`src/rtl/tristate_bus_arbiter_if.sv`:
```
// Request/enable bundle between bus requesters and the tristate bus arbiter.
// slave = arbiter side, master = requester side.
interface tristate_bus_arbiter_if #(
  parameter int NUM_DRIVERS = 4
) ();
  localparam int ID_W = (NUM_DRIVERS > 1) ? $clog2(NUM_DRIVERS) : 1;

  logic [NUM_DRIVERS-1:0] req;
  logic [NUM_DRIVERS-1:0] data_enable_low;
  logic                   grant_valid;
  logic [ID_W-1:0]        grant_id;
  logic                   bus_turnaround;

  modport master (
    output req,
    input  data_enable_low,
    input  grant_valid,
    input  grant_id,
    input  bus_turnaround
  );

  modport slave (
    input  req,
    output data_enable_low,
    output grant_valid,
    output grant_id,
    output bus_turnaround
  );
endinterface

```
`src/rtl/tristate_bus_arbiter.sv`:
```
// Round-robin owner select for a shared tristate bus with forced turnaround and bounded tenure.
// Latency: enable drops on the edge the request is sampled; requesters wait by holding req high.
module tristate_bus_arbiter #(
  parameter int NUM_DRIVERS       = 4,
  parameter int TURNAROUND_CYCLES = 1,
  parameter int MAX_HOLD          = 8
) (
  input  logic                   clk,
  input  logic                   rst,
  tristate_bus_arbiter_if.slave  bus
);
  localparam int ID_W   = (NUM_DRIVERS > 1) ? $clog2(NUM_DRIVERS) : 1;
  localparam int HOLD_W = $clog2(MAX_HOLD + 1);
  localparam int TURN_W = $clog2(TURNAROUND_CYCLES + 1);

  typedef enum logic [1:0] {
    IDLE = 2'd0,
    OWN  = 2'd1,
    TURN = 2'd2
  } state_t;

  state_t                 state_q, state_d;
  logic [NUM_DRIVERS-1:0] en_q, en_d;
  logic                   gv_q, gv_d;
  logic [ID_W-1:0]        id_q, id_d;
  logic                   ta_q, ta_d;
  logic [ID_W-1:0]        last_q, last_d;
  logic [HOLD_W-1:0]      hold_q, hold_d;
  logic [TURN_W-1:0]      turn_q, turn_d;

  logic                   win_vld;
  logic [ID_W-1:0]        win_id;
  logic [ID_W-1:0]        idx;
  logic                   do_grant;

  // Search starts just past the previous owner so every requester gets a turn.
  always_comb begin
    win_vld = 1'b0;
    win_id  = '0;
    idx     = '0;
    for (int k = 1; k <= NUM_DRIVERS; k++) begin
      idx = ID_W'((int'(last_q) + k) % NUM_DRIVERS);
      if (!win_vld && bus.req[idx]) begin
        win_vld = 1'b1;
        win_id  = idx;
      end
    end
  end

  always_comb begin
    state_d  = state_q;
    en_d     = en_q;
    gv_d     = gv_q;
    id_d     = id_q;
    ta_d     = ta_q;
    last_d   = last_q;
    hold_d   = hold_q;
    turn_d   = turn_q;
    do_grant = 1'b0;

    case (state_q)
      IDLE: begin
        do_grant = win_vld;
      end
      OWN: begin
        if (!bus.req[id_q] || hold_q == HOLD_W'(MAX_HOLD)) begin
          state_d = TURN;
          en_d    = '1;
          gv_d    = 1'b0;
          ta_d    = 1'b1;
          turn_d  = TURN_W'(1);
        end else begin
          hold_d = hold_q + HOLD_W'(1);
        end
      end
      TURN: begin
        if (turn_q < TURN_W'(TURNAROUND_CYCLES)) begin
          turn_d = turn_q + TURN_W'(1);
        end else begin
          ta_d = 1'b0;
          if (win_vld) begin
            do_grant = 1'b1;
          end else begin
            state_d = IDLE;
          end
        end
      end
      default: begin
        state_d = IDLE;
        en_d    = '1;
        gv_d    = 1'b0;
        ta_d    = 1'b0;
      end
    endcase

    // Grants out of TURN go straight to the new owner; the bus was already released.
    if (do_grant) begin
      state_d = OWN;
      en_d    = {NUM_DRIVERS{1'b1}} ^ (NUM_DRIVERS'(1) << win_id);
      gv_d    = 1'b1;
      id_d    = win_id;
      hold_d  = HOLD_W'(1);
      last_d  = win_id;
    end
  end

  always_ff @(posedge clk or posedge rst) begin
    if (rst) begin
      state_q <= IDLE;
      en_q    <= '1;
      gv_q    <= 1'b0;
      id_q    <= '0;
      ta_q    <= 1'b0;
      last_q  <= ID_W'(NUM_DRIVERS - 1);
      hold_q  <= '0;
      turn_q  <= '0;
    end else begin
      state_q <= state_d;
      en_q    <= en_d;
      gv_q    <= gv_d;
      id_q    <= id_d;
      ta_q    <= ta_d;
      last_q  <= last_d;
      hold_q  <= hold_d;
      turn_q  <= turn_d;
    end
  end

  assign bus.data_enable_low = en_q;
  assign bus.grant_valid     = gv_q;
  assign bus.grant_id        = id_q;
  assign bus.bus_turnaround  = ta_q;
endmodule

```
`src/flat_wrapper.sv`:
```
// flat-port wrapper written by rule: the top's interface ports become plain ports
module tristate_bus_arbiter_flat 
#(
  parameter int NUM_DRIVERS       = 4,
  parameter int TURNAROUND_CYCLES = 1,
  parameter int MAX_HOLD          = 8
)
  (clk, rst, bus_req, bus_data_enable_low, bus_grant_valid, bus_grant_id, bus_bus_turnaround);
  tristate_bus_arbiter_if #(.NUM_DRIVERS(NUM_DRIVERS)) bus_i ();
  input  logic clk;
  input  logic rst;
  input wire logic [$bits(bus_i.req)-1:0] bus_req;
  output wire logic [$bits(bus_i.data_enable_low)-1:0] bus_data_enable_low;
  output wire logic [$bits(bus_i.grant_valid)-1:0] bus_grant_valid;
  output wire logic [$bits(bus_i.grant_id)-1:0] bus_grant_id;
  output wire logic [$bits(bus_i.bus_turnaround)-1:0] bus_bus_turnaround;
  assign bus_i.req = bus_req;
  assign bus_data_enable_low = bus_i.data_enable_low;
  assign bus_grant_valid = bus_i.grant_valid;
  assign bus_grant_id = bus_i.grant_id;
  assign bus_bus_turnaround = bus_i.bus_turnaround;
  tristate_bus_arbiter #(.NUM_DRIVERS(NUM_DRIVERS), .TURNAROUND_CYCLES(TURNAROUND_CYCLES), .MAX_HOLD(MAX_HOLD)) u_core (.clk(clk), .rst(rst), .bus(bus_i));
endmodule
```
`config.mk`:
```
export PLATFORM = sky130hd
export DESIGN_NAME = tristate_bus_arbiter_flat
export DESIGN_NICKNAME = d
export VERILOG_FILES = /design/src/rtl/tristate_bus_arbiter_if.sv /design/src/rtl/tristate_bus_arbiter.sv /design/src/flat_wrapper.sv
export SDC_FILE = /design/constraint.sdc
export NUM_CORES = 1
export LEC_CHECK = 0
export CAP_MARGIN = 0
export CORE_MARGIN = 4
export CORE_UTILIZATION = 54
export DETAILED_ROUTE_END_ITERATION = 8
export HOLD_SLACK_MARGIN = 0.08
export PLACE_DENSITY = 0.81
export SLEW_MARGIN = 20
export SYNTH_ARGS = -nofsm -noshare
export SYNTH_HDL_FRONTEND = slang
export SYNTH_SLANG_ARGS = --single-unit
```
`constraint.sdc`:
```
create_clock -name clk -period 2.85 [get_ports clk]
set_input_delay 0.4275 -clock clk [delete_from_list [all_inputs] [get_ports clk]]
set_output_delay 0.4275 -clock clk [all_outputs]
set_load 0.02 [all_outputs]
```
After elaboration in Yosys (flattened, before gate mapping)
Cells that the tools add are included.

storage, ports and cells
  bits in registers = 17
  latch bits = 0
  memory bits (writable) = 0
  memory bits (read-only) = 0
  bits of input ports = 6
  output and inout bits = 8
  logic and storage cells = 92
  memories = 0

cells by class
  $add $sub $neg = 6
  multipliers = 0
  div/mod/pow operators = 0
  magnitude comparators = 6
  equality and inequality tests = 12
  shifts and indexed selects = 1
  muxes and demuxes = 40
  bitwise logic cells = 2
  reduce and logical (&&, ||, !) cells = 17

operators with widths
  cell                   number
  $mux W4                5
  $mux W1                16
  $mux W2                8
  $lt A2 B3 Y1 const B   5
  $bmux W1 S2            5
  $ne A2 B1 Y1 const B   5
  $pmux W4 S2            1
  $pmux W1 S2            3
  $pmux W2 S3            1
  $reduce_and A3 Y1      2
  $add A2 B1 Y2 const B  2
  $add A2 B2 Y2 const B  2
  $add A4 B1 Y4 const B  1
  $eq A4 B4 Y1 const B   1
  $logic_not A1 Y1       4
  $not A4 Y4             1
  $reduce_and A2 Y1      2
  $reduce_and A4 Y1      1
  $reduce_bool A2 Y1     2
  $shl A1 B2 Y4 const A  1
  $logic_and A1 B1 Y1    3
  $ne A3 B1 Y1 const B   1
  $ne A3 B2 Y1 const B   1
  $ne A3 B3 Y1 const B   1
  10 further kinds       10

Depth between registers and ports, before layout
Gate-level depths: netlist of the first run.

  word-level depth = 18
  gate-level depth with buffers = 6
  depth with buffers taken out = 6

Worst setup path after synthesis of the first run
No wires, ideal clock.

  path kind = reg2reg
  from = register u_core.id_q[0] (netlist: u_core.bus.grant_id[0])
  to = register u_core.en_q[1] (netlist: u_core.bus.data_enable_low[1])
  arrival = 1.464 ns
  path slack = 1.325 ns
  cell stages (with the launch flop) = 5
  path buffers = 0
  clock period less this slack = 1.525 ns
  path through = dfrtp_1 -> mux4_2 -> a31o_1 -> nand2_2 -> o22a_1

between the ends
  cells in the longest elaborated chain, start to end = 6

RTL lines
  element                             RTL line                     text
  from (decl)                         tristate_bus_arbiter.sv:25   logic [ID_W-1:0] id_q, id_d;
  from (signal assigned)              tristate_bus_arbiter.sv:121  id_q <= id_d;
  $bmux W1 S2                         tristate_bus_arbiter.sv:66   if (!bus.req[id_q] || hold_q == HOLD_W'(MAX_HOLD)) begin
  $mux W1 (not written as such)       tristate_bus_arbiter.sv:66
  $logic_not A1 Y1                    tristate_bus_arbiter.sv:66
  $logic_or A1 B1 Y1                  tristate_bus_arbiter.sv:66
  $ne A3 B1 Y1 (no source line)       -
  $reduce_and A2 Y1 (no source line)  -
  to (signal assigned)                tristate_bus_arbiter.sv:119  en_q <= en_d;
  to (decl)                           tristate_bus_arbiter.sv:23   logic [NUM_DRIVERS-1:0] en_q, en_d;

Every way passes these cells. The select of a mux whose other input is x is not followed.
A chain may end at the register's enable or synchronous reset.

Final worst setup path of the first run
  from = register u_core.en_q[0] (netlist: u_core.bus.data_enable_low[0])
  to = output port bus_data_enable_low[0]

RTL lines
  element    RTL line            text
  to (decl)  flat_wrapper.sv:13  output wire logic [$bits(bus_i.data_enable_low)-1:0] bus_data_enable_low;

No word-level cell between the ends.

==> summary.txt, run 1 <==
Route
  • First-pass DRT Iterations: 4
  • DR WL/cell: 14.17 um
  • Iter 0 DRT Violations: 14
  • DRC viols: 0
  • Vias per cell: 5.811
  • Routed vias: 645
  • Antenna-violating nets left: 0
  • Total Routed Length: 1573 um

Logic synthesis
  • Syn_nets: 88
  • Top-count cell post-synth: dfrtp_1
  • Top FF cell, synth: dfrtp_1
  • Mapped Avg Cell Area: 10.68 um^2
  • EDFF count, synth: 0
  • Most area-consuming cells after synthesis: dfrtp_1 (32%), dfstp_2 (18%), nand2_1 (4.4%), a21o_1 (3.5%), ha_1 (2.9%)
  • Yosys top cell by area: dfrtp_1
  • Asr flop ratio synth: 1.000
  • Synth cell count leaders: dfrtp_1 (11), nand2_1 (10), dfstp_2 (6), inv_1 (6), nor2_1 (6)
  • Cells after synthesis: 80
  • Synth Warn #: 0
  • Yosys top cell area share: 0.3221
  • Synthesized flop and latch total: 17
  • Post-synth cell types: 37
  • Post-synthesis cell area: 854.6 um^2
  • Seq/Total Area, Yosys: 0.5066

Clock tree
  • Post-CTS setup buffer count: 0
  • # resized after CTS: 0
  • Clock transition at the registers of the reported paths: 100 ps
  • Number of buffers inserted by hold repair at cts: 0
  • Clk root buf: clkbuf_4
  • CTS Buffer Depth: 2
  • Clk_lat worst skew: 280 ps
  • Total CTS buffers: 3
  • H-tree depth: 1
  • CTS tree: built
  • Clock Sinks: 17

GRT
  • First-pass GRT wire length: 2622 um
  • GRT busiest layer: met2
  • Met2 Use GR: 0.2770
  • GRT Util Overall: 0.1673
  • Largest net degree at the start of global routing: 18
  • Antenna violations before repair: 0
  • Gr ovfl total: 0
  • Met1 Use GR: 0.2160
  • M3 GR Usage: 0.04135
  • Number of global-route vias before repair: 599

Power
  • Switching share of power: 0.3976
  • Gate power share: 0.479
  • Power Internal: 0.0006604 W
  • P_leak: 0.4645 nW
  • Clk network pwr share: 0.114
  • Max VDD drop: 0.6604 mV
  • P per Cell Area: 1072 nW/um^2
  • Register share of total power: 0.407
  • P_sw: 0.0004358 W

Critical path
  • Slowest CP cell: clkdlybuf4s50_1
  • Critical path arrival: 1430 ps
  • Data required, critical path: 2420 ps
  • Critical Path Start Type: flip-flop
  • Reg2reg setup slack: 1280 ps
  • Worst path bufs/invs: 1
  • Max Fanout on Critical Path: 2
  • Worst Setup End Kind: output port
  • Crit path largest cell delay: 600 ps
  • Critical Path, Cell by Cell: clkdlybuf4s50_1
  • Crit path kind: flip-flop to output port
  • CP top delay family: buffers and inverters

Cells and area
  • Area delta synth->final: 19.62%
  • Layout cells sized above 1: 0.1684
  • Layout Utilization: 0.6786
  • Fillers: 121
  • Ant. Diodes: 0
  • Nets@finish: 104

STA
  • Setup TNS: 0 ps
  • Final worst path period need: 1855 ps
  • Period Utilization, post-route: 0.6510
  • RSZ-0062 raised after global routing: no
  • Maximum clock frequency: 0.5390 GHz
  • Slew HR: 0.5982
  • Fin. max-slew vios: 0
  • Setup-failing EPs final: 0
  • Final Hold Fails: 0
  • Tightest Pin Transition: 602.0 ps
  • Clock skew: 1.668 ps

Floorplan
  • Die height: 47.78 um
  • Die X: 47.78 um
  • Initial Util: 0.5673
  • Die Footprint: 2283 um^2
  • IO Count: 14
  • Core area: 1506 um^2
  • Row cnt: 14

Hold path
  • Worst Hold Class: flip-flop to flip-flop

Place
  • DP HPWL: 1221 um
  • GP Congestion: 0.7923
  • IO buf count: 13

Outcome
  • Status: completed

Flow run
  • Max_cap viols: 0
[state kept, by name (all words and copies together) (netlist names)]
register	count
u_core.turn_q	1
u_core.bus.grant_valid	1
u_core.bus.data_enable_low	4
u_core.state_q	2
u_core.hold_q	4
u_core.bus.grant_id	2
u_core.last_q	2
u_core.bus.bus_turnaround	1
[cell families after synthesis]
| family | share of synthesized area |
|---|---|
| multiplexers | 0.04978 |
| buffers and inverters | 0.03805 |
| adder cells (fa/ha/maj) | 0.02928 |
| XOR/XNOR | 0.02050 |
| flip-flops | 0.5066 |
| AO/OA/AOI/OAI | 0.2035 |
| AND/OR/NAND/NOR | 0.1523 |
[layout make-up]
| type | instances | area (um^2) | area share |
|---|---|---|---|
| Clock buffer | 3 | 22.52 | 0.02203 |
| Tap cell | 16 | 20.02 | 0.01958 |
| Sequential cell | 17 | 432.9 | 0.4235 |
| Multi-Input combinational cell | 55 | 389.1 | 0.3807 |
| Timing Repair Buffer | 13 | 130.1 | 0.1273 |
| Clock inverter | 1 | 5.005 | 0.004896 |
| Inverter | 6 | 22.52 | 0.02203 |
[placed cells by master, fill, tap and decap left out, types with 2 or more instances in the layout]
master	synthesis	layout
a21o_1	4	4
ha_1	2	2
dfstp_2	6	6
o211ai_1	2	2
clkdlybuf4s50_1	0	13
o22a_1	2	2
mux2i_1	2	2
nor2_1	6	6
clkbuf_4	0	3
nand3b_1	2	2
nand2_1	10	10
nand2b_1	2	2
inv_1	6	6
dfrtp_1	11	11
[worst paths after layout]
kind	cells after the start	start	end
worst max-delay path	1	u_core.bus.data_enable_low[0]$_DFFE_PP1P_	bus_data_enable_low[0]
worst min-delay path	1	u_core.bus.bus_turnaround$_DFFE_PP0P_	u_core.bus.bus_turnaround$_DFFE_PP0P_
worst max register to register	4	u_core.last_q[1]$_DFFE_PP1P_	u_core.bus.data_enable_low[0]$_DFFE_PP1P_
worst min register to register	1	u_core.bus.bus_turnaround$_DFFE_PP0P_	u_core.bus.bus_turnaround$_DFFE_PP0P_
max in group asynchronous	2	rst	u_core.state_q[1]$_DFFE_PP0P_
min in group asynchronous	2	rst	u_core.bus.grant_id[1]$_DFFE_PP0P_
[power by group through the flow]
stage | Clock, W | Sequential, W | Combinational [W]
final | 0.000125 | 0.000446 | 0.000525
after global routing | 0.000143 | 0.000461 | 0.000575
after CTS | 0.000128 | 0.000447 | 0.000529
after detailed placement | 0 | 0.000451 | 0.000526
after global placement | 0 | 0.000449 | 0.000517
after floorplan | 0 | 0.000486 | 0.000314
[per-stage QoR]
step           cells  worst slack [ps]  total power, W  instance area, um^2  hold slack (ps)
2_1_floorplan     80              1325       0.0008001                854.6            349.2
4_1_cts          111             984.6        0.001104                 1022            495.2
3_3_place_gp     107             799.5       0.0009660                994.7            467.5
6_report         111             994.7        0.001096                 1022            492.5
3_5_place_dp     107             770.2       0.0009771                994.7            474.4
5_1_grt          111             929.4        0.001179                 1022            514.9
[per-layer routing]
metal	vias to the layer above	part of all wire	wire [um]
met4	0	0.0089	14
met3	2	0.033	52
li1	313	-	-
met5	-	0	0
met2	11	0.51	795
met1	319	0.45	710
Power figures use the tool's default switching activity.
==> run 2, diff against run 1 <==
- CORE_UTILIZATION: 54 -> 46
- PLACE_DENSITY: 0.81 -> 0.73
- clock period: 2.85 -> 1.6 ns (I/O delays scaled with it)
==> summary.txt, run 2 (same netlist as run 1, synthesis figures left out) <==
Outcome
  • Status: completed

STA
  • Final Hold Fails: 0
  • Worst hold slack: 232.9 ps
  • Fin. max-slew vios: 0
  • Setup ws final: 96.19 ps
  • Tightest Pin Transition: 293.5 ps
  • Clock skew: 1.744 ps
  • Setup TNS: 0 ps
  • Setup-failing EPs final: 0
  • Maximum clock frequency: 0.6650 GHz
  • RSZ-0062 raised after global routing: no
  • Period Utilization, post-route: 0.9399
  • Final worst path period need: 1504 ps
  • Slew HR: 0.8043

Route
  • First-pass DRT Iterations: 1
  • DR WL/cell: 12.96 um
  • Antenna-violating nets left: 0
  • Routed vias: 706
  • Total Routed Length: 1762 um
  • Vias per cell: 5.191
  • DRC viols: 0
  • Iter 0 DRT Violations: 0

Clock tree
  • Number of buffers inserted by hold repair at cts: 0
  • CTS tree: built
  • Clock Sinks: 17
  • Total CTS buffers: 3
  • Clock transition at the registers of the reported paths: 100 ps
  • Clk root buf: clkbuf_4
  • CTS Buffer Depth: 2
  • Clk_lat worst skew: 290 ps
  • H-tree depth: 1

Place
  • GP Congestion: 0.7667
  • Pre-CTS setup slack: -203.6 ps
  • DP HPWL: 1379 um
  • IO buf count: 13
  • Placed cell count: 131

Floorplan
  • Die Footprint: 2611 um^2
  • Row cnt: 15
  • Die height: 51.10 um
  • Core area: 1745 um^2
  • IO Count: 14
  • Initial Util: 0.4896
  • Die X: 51.10 um

Hold path
  • Worst Hold Class: primary input to asynchronous set/reset pin

Critical path
  • Critical Path Start Type: flip-flop
  • Crit path kind: flip-flop to flip-flop
  • FF-to-FF path depth: 6
  • Worst path bufs/invs: 2
  • Critical path arrival: 1690 ps
  • Crit path largest cell delay: 410 ps
  • CP top delay family: simple AND/OR/NAND/NOR gates
  • Critical Path, Cell by Cell: inv_1, ha_1, nand3b_1, a21boi_0, buf_4, or3b_1
  • WP depth: 6
  • Max Fanout on Critical Path: 4
  • Slowest CP cell: dfrtp_1
  • Worst Setup End Kind: flip-flop
  • Data required, critical path: 1780 ps
  • Reg2reg setup slack: 100 ps

Cells and area
  • Ant. Diodes: 0
  • Commonest non-fill, non-tap cell in the layout: buf_4
  • Area delta synth->final: 35.43%
  • Finished Layout Cells: 136
  • Layout cells sized above 1: 0.2973
  • Nets@finish: 120
  • Most frequent cells in the layout: buf_4 (16), dfrtp_1 (11), nand2_1 (10)
  • Fillers: 130

Power
  • Overall Power: 0.002117 W
  • Max VDD drop: 1.083 mV
  • P per Cell Area: 1830 nW/um^2
  • P_leak: 0.5599 nW

GRT
  • Antenna violations before repair: 0
  • First-pass GRT wire length: 3077 um
  • Number of global-route vias before repair: 729
  • Largest net degree at the start of global routing: 18
  • GRT Util Overall: 0.1610
  • Gr ovfl total: 0

Flow run
  • Max_cap viols: 0
run 2: cell types whose count changed in the layout (fill, tap and decap cells not counted), sizes merged:
cell,previous run,this run
dlygate4sd2,0,4
dlymetal6s2s,0,2
clkdlybuf4s50,13,7
buf,0,16
run 2: power breakdown:
part | internal, W | leakage [nW] | switching, W
clock network | 0.0000932 | 0.0177 | 0.000139
registers | 0.000642 | 0.194 | 0.000141
logic | 0.000557 | 0.348 | 0.000546
total | 0.00129 | 0.560 | 0.000825
run 2: repair_timing:
| action | in CTS | in global routing |
|---|---|---|
| setup endpoints to repair | 4 | 6 |
| gates resized for setup | 4 | 3 |
| buffers inserted | 0 | 1 |
run 2: tightest hold or removal path: stages:
cell	delay [ps]
clkdlybuf4s50_1	390
inv_1	50
buf_4	230
run 2: final cells by class:
| type | instances | area [um^2] | share of cell area |
|---|---|---|---|
| Tap cell | 25 | 31.28 | 0.02703 |
| Sequential cell | 17 | 432.9 | 0.3741 |
| Timing Repair Buffer | 29 | 250.2 | 0.2162 |
| Clock inverter | 1 | 5.005 | 0.004324 |
| Inverter | 6 | 22.52 | 0.01946 |
| Multi-Input combinational cell | 55 | 392.9 | 0.3395 |
| Clock buffer | 3 | 22.52 | 0.01946 |
run 2: metal layers:
layer	vias up	track usage	share of wire
li1	345	-	-
met1	343	0.1720	0.43
met2	14	0.2725	0.50
met3	4	0.05248	0.050
met4	0	0.09865	0.019
met5	-	0	0
run 2: metrics by stage:
stage,utilization,instance area [um^2]
2_1_floorplan,-,854.6
3_3_place_gp,0.6409,1119
3_5_place_dp,0.6409,1119
4_1_cts,0.6538,1141
5_1_grt,0.6631,1157
6_report,0.6631,1157
run 2: worst paths after layout:
path                                                         start                                 end
worst max-delay path                  u_core.hold_q[1]$_DFFE_PP0P_           u_core.turn_q$_DFFE_PP0P_
worst min-delay path                                           rst        u_core.hold_q[0]$_DFFE_PP0P_
worst max register to register        u_core.hold_q[1]$_DFFE_PP0P_           u_core.turn_q$_DFFE_PP0P_
worst min register to register  u_core.bus.grant_valid$_DFFE_PP0P_  u_core.bus.grant_valid$_DFFE_PP0P_
max in group asynchronous                                      rst        u_core.last_q[0]$_DFFE_PP1P_
min in group clk                u_core.bus.grant_valid$_DFFE_PP0P_  u_core.bus.grant_valid$_DFFE_PP0P_
